$ cat src/rtl/seven_segment_mux.sv
// Time-multiplexed N-digit 7-segment driver: captures a packed hex/BCD word and scans one digit per slot.
// Optional decimal-point path is built only when SEG_MUX_DP_EN is defined.
module seven_segment_mux #(
    parameter int NUM_DIGITS  = 4,
    parameter int REFRESH_DIV = 1000,
    parameter int ACTIVE_LOW  = 0
) (
    input  logic                    clk,
    input  logic                    rst,
    input  logic                    load,
    input  logic [4*NUM_DIGITS-1:0] val_in,
    input  logic                    hex_en,
    input  logic                    blank_lz,
`ifdef SEG_MUX_DP_EN
    input  logic [NUM_DIGITS-1:0]   dp_in,
    output logic                    dp_out,
`endif
    output logic [6:0]              seg_out,
    output logic [NUM_DIGITS-1:0]   digit_en
);

    localparam int PW = (REFRESH_DIV > 1) ? $clog2(REFRESH_DIV) : 1;
    localparam int IW = (NUM_DIGITS > 1) ? $clog2(NUM_DIGITS) : 1;
    localparam logic                  POL     = (ACTIVE_LOW != 0);
    localparam logic [6:0]            SEG_POL = {7{POL}};
    localparam logic [NUM_DIGITS-1:0] EN_POL  = {NUM_DIGITS{POL}};

    logic [PW-1:0]             prescaler_q, prescaler_d;
    logic [IW-1:0]             idx_q, idx_d;
    logic [4*NUM_DIGITS-1:0]   shadow_q, shadow_d;
    logic [6:0]                seg_q, seg_d;
    logic [NUM_DIGITS-1:0]     en_q, en_d;
    logic                      tick;
    logic [3:0]                digit;
    logic                      upper_zero;
    logic                      zero_run;
    logic                      blank;
    logic [NUM_DIGITS-1:0]     onehot;

    function automatic logic [6:0] decode(input logic [3:0] code, input logic hx);
        logic [6:0] s;
        case (code)
            4'h0: s = 7'b1111110;
            4'h1: s = 7'b0110000;
            4'h2: s = 7'b1101101;
            4'h3: s = 7'b1111001;
            4'h4: s = 7'b0110011;
            4'h5: s = 7'b1011011;
            4'h6: s = 7'b1011111;
            4'h7: s = 7'b1110000;
            4'h8: s = 7'b1111111;
            4'h9: s = 7'b1111011;
            4'hA: s = hx ? 7'b1110111 : 7'b0000000;
            4'hB: s = hx ? 7'b0011111 : 7'b0000000;
            4'hC: s = hx ? 7'b1001110 : 7'b0000000;
            4'hD: s = hx ? 7'b0111101 : 7'b0000000;
            4'hE: s = hx ? 7'b1001111 : 7'b0000000;
            default: s = hx ? 7'b1000111 : 7'b0000000;
        endcase
        return s;
    endfunction

    always_comb begin
        tick        = (prescaler_q == PW'(REFRESH_DIV - 1));
        prescaler_d = tick ? '0 : prescaler_q + PW'(1);
        idx_d       = idx_q;
        if (tick) begin
            idx_d = (idx_q == IW'(NUM_DIGITS - 1)) ? '0 : idx_q + IW'(1);
        end
        shadow_d = load ? val_in : shadow_q;

        // Walk from the most significant digit down so upper_zero covers digits i..N-1.
        digit      = '0;
        zero_run   = 1'b0;
        upper_zero = 1'b1;
        onehot     = '0;
        for (int i = NUM_DIGITS - 1; i >= 0; i--) begin
            upper_zero = upper_zero && (shadow_q[4*i +: 4] == 4'h0);
            if (IW'(i) == idx_d) begin
                digit     = shadow_q[4*i +: 4];
                zero_run  = upper_zero;
                onehot[i] = 1'b1;
            end
        end
        blank = blank_lz && (idx_d != '0) && zero_run;

        seg_d = seg_q;
        en_d  = en_q;
        if (tick) begin
            seg_d = (blank ? 7'b0000000 : decode(digit, hex_en)) ^ SEG_POL;
            en_d  = onehot ^ EN_POL;
        end
    end

    always_ff @(posedge clk) begin
        if (rst) begin
            prescaler_q <= '0;
            idx_q       <= IW'(NUM_DIGITS - 1);
            shadow_q    <= '0;
            seg_q       <= SEG_POL;
            en_q        <= EN_POL;
        end else begin
            prescaler_q <= prescaler_d;
            idx_q       <= idx_d;
            shadow_q    <= shadow_d;
            seg_q       <= seg_d;
            en_q        <= en_d;
        end
    end

    assign seg_out  = seg_q;
    assign digit_en = en_q;

`ifdef SEG_MUX_DP_EN
    logic [NUM_DIGITS-1:0] dp_shadow_q, dp_shadow_d;
    logic                  dp_q, dp_d;

    // Decimal point ignores blanking; it only follows the scan position and polarity.
    always_comb begin
        dp_shadow_d = load ? dp_in : dp_shadow_q;
        dp_d        = dp_q;
        if (tick) begin
            dp_d = POL;
            for (int i = 0; i < NUM_DIGITS; i++) begin
                if (IW'(i) == idx_d) dp_d = dp_shadow_q[i] ^ POL;
            end
        end
    end

    always_ff @(posedge clk) begin
        if (rst) begin
            dp_shadow_q <= '0;
            dp_q        <= POL;
        end else begin
            dp_shadow_q <= dp_shadow_d;
            dp_q        <= dp_d;
        end
    end

    assign dp_out = dp_q;
`endif

endmodule

$ cat config.mk
export PLATFORM = sky130hd
export DESIGN_NAME = seven_segment_mux
export DESIGN_NICKNAME = d
export VERILOG_FILES = /design/src/rtl/seven_segment_mux.sv
export SDC_FILE = /design/constraint.sdc
export NUM_CORES = 1
export LEC_CHECK = 0
export CORE_MARGIN = 2
export CORE_UTILIZATION = 50
export DETAILED_ROUTE_END_ITERATION = 16
export GPL_TIMING_DRIVEN = 0
export PLACE_DENSITY = 0.79
export SYNTH_ARGS = -nofsm -noshare
export SYNTH_HDL_FRONTEND = slang
export SYNTH_SLANG_ARGS = --single-unit
$ cat constraint.sdc
create_clock -name clk -period 3.8 [get_ports clk]
set_input_delay 0.38 -clock clk [delete_from_list [all_inputs] [get_ports clk]]
set_output_delay 0.38 -clock clk [all_outputs]
set_load 0.1 [all_outputs]
==> results.json <==
{
  "status": "finished, final reports clean",
  "finalHoldViolCount": 0,
  "syn_inst": 255,
  "cp_num_buf_inv": 1,
  "yosys-top-cells-area": "dfxtp_1 35%, mux2i_1 9.0%, nor2_1 4.9%, nand2_1 4.2%, a32oi_1 3.9%",
  "final_common_cell": "dfxtp_1",
  "viasPerCell": 5.81,
  "cts-htree-levels": 2,
  "crit_arrival_ns": 3.19,
  "drive_gt1_frac": 0.0819,
  "routed-via-count": 2005,
  "cts_resized": 0,
  "grt_pass1_wl_mm": 8.82,
  "core_area_um2": 4320,
  "die_y_um": 70.9,
  "start_kind": "register",
  "drtPass1Iterations": 4,
  "path_class": "register to register",
  "drv_slew": 0,
  "drt_iter0_drc": 172,
  "clock.fmax_mhz": 333,
  "async_flop_share": 0,
  "antenna_found_initial": 0,
  "cp_top_family": "multiplexers",
  "ant_nets": 0,
  "final.fill_count": 396,
  "grt_start_max_net_pins": 13,
  "clk_pin_slew_ns": 0.07,
  "synth_largest_area_cell": "dfxtp_1",
  "ys_ff_latch": 39,
  "syn_to_final_growth_pct": 20.2,
  "cp_cell_sequence": "ha_1 -> bufinv_8 -> nor3_4 -> mux2i_4 -> mux2i_1 -> and3_1 -> nor4_1 -> a211o_1",
  "final_cell_mix": "39 x dfxtp_1, 30 x clkdlybuf4s50_1, 29 x nor2_1, 25 x nand2_1, 20 x mux2i_1",
  "fin_crit_sh": 0.790,
  "slew_headroom": 0.351,
  "tightest_slew_ns": 0.971,
  "swShare": 0.265,
  "insertion_delay_ns": 0.30,
  "power.density_nw_per_um2": 307,
  "syn_nets": 278,
  "synth_area_um2": 2230,
  "min_path_type": "register to register",
  "power.switching_mw": 0.218,
  "drc": 0,
  "cts.path.max_buffers": 2,
  "hpwl_mm": 3.76,
  "place_congestion": 0.896,
  "grt_usage": 0.218,
  "cts_tree": "built",
  "maxCapViolCount": 0,
  "yosys_warnings": 0,
  "required_ns": 3.99,
  "cts_setup_buffers": 0,
  "cts.sinks": 39,
  "ys.flop_type": "dfxtp_1",
  "numCtsBuffers": 5,
  "overflow": 0,
  "p_leak_nw": 1.00,
  "comb_power_share": 0.135,
  "port_buffers": 30,
  "diodes": 0,
  "finalSetupViolations": 0,
  "hold_buffers": 0,
  "wire_per_inst_um": 14.9,
  "power.internal_mw": 0.606,
  "ioPinCount": 32,
  "rsz0062_at_grt": "no",
  "num_rows": 24,
  "fin_crit_ns": 3.00,
  "fin_tns_setup_ns": 0,
  "synth-edff-count": 0,
  "start_util": 0.517,
  "die_w_um": 70.9,
  "cpPeakStageDelay_ns": 0.54,
  "fin_skew_ns": 0.00481,
  "die_area_um2": 5020,
  "synth.top_cell.area_share": 0.349,
  "root_buffer": "clkbuf_8",
  "drt-total-wl_mm": 5.15,
  "seq_power_share": 0.529,
  "power_mw": 0.824,
  "clkPwrFrac": 0.336,
  "slowest_stage": "mux2i_4",
  "synth_area_per_cell_um2": 8.76,
  "seq_area_frac_synth": 0.349,
  "finalNetCount": 315,
  "vdd_drop_max_mv": 0.250,
  "ys_types": 51,
  "worstPathMaxFanout": 10,
  "grt_pass1_vias": 1892,
  "crit_path_end_kind": "register"
}
## power by group through the flow
stage | sequential [mW] | combinational, mW | clock (mW)
finish | 0.436 | 0.111 | 0.277
global route | 0.437 | 0.123 | 0.297
CTS | 0.435 | 0.111 | 0.283
detailed placement | 0.445 | 0.111 | 0
global placement | 0.444 | 0.108 | 0
floorplan | 0.440 | 0.0748 | 0
## flip-flops by register name (all words and copies together), names as in the netlist
signal,flops
shadow_q,16
prescaler_q,10
idx_q,2
seg_out,7
digit_en,4
## worst min-delay path, cell delays in order, from the launching register on
cell and delay, ns:
dfxtp_1 0.31, nand2_1 0.05, a21oi_1 0.05
## through the flow
step                hold slack (ns)   util  area [um^2]  cells  setup slack (ns)
global placement              0.445  0.601         2600    337             0.821
detailed placement            0.447  0.601         2600    337             0.822
floorplan                     0.442      -         2230    255              1.18
finish                        0.454  0.621         2690    345             0.798
CTS                           0.458  0.621         2690    345             0.798
global route                  0.495  0.621         2690    345             0.586
## layer usage
metal  share of wire  wire length (um)  up-vias  GRT usage
met5               0                 0        -          0
met3           0.059               303        5     0.0513
li1                -                 -     1016          -
met2            0.48              2480       63      0.355
met1            0.45              2310      921      0.287
met4           0.013                65        0     0.0671
## cells in the mapped netlist (6+ instances only)
cell      instances
nor4_1           12
nor2b_1           8
nand2_1          25
nor2_1           29
dfxtp_1          39
clkbuf_1         11
a211oi_1          9
nand2b_1          8
xor2_1            6
a21oi_1           6
mux2i_1          20
a32oi_1          10
nand3_1           6
## kinds of logic (layout without fill, tap and decap cells)
logic type	Yosys count	in the layout	synth area share
simple gates	106	106	0.245
compound gates	52	52	0.174
flops	39	39	0.349
mux	26	26	0.133
buf+inv	21	59	0.0526
xor+xnor	9	9	0.0353
fa+ha+maj	2	2	0.0112
## layout make-up
type                            instances  area, um^2  area share
Multi-Input combinational cell        195        1340       0.498
Sequential cell                        39         781       0.291
Timing Repair Buffer                   30         300       0.112
Buffer                                 16        85.1      0.0317
Clock buffer                            6        72.6      0.0270
Tap cell                               52        65.1      0.0242
Inverter                                5        32.5      0.0121
Clock inverter                          2        12.5     0.00466
## final timing paths
| kind | from | endpoint | slack (ns) | cells past startpoint |
|---|---|---|---|---|
| worst max-delay path | prescaler_q[0] | seg_out[0] | 0.80 | 8 |
| worst min-delay path | digit_en[2] | digit_en[2] | 0.45 | 2 |
| worst max register to register | prescaler_q[0] | seg_out[0] | 0.80 | 8 |
| worst min register to register | digit_en[2] | digit_en[2] | 0.45 | 2 |
(Power assumes the default switching activity.)
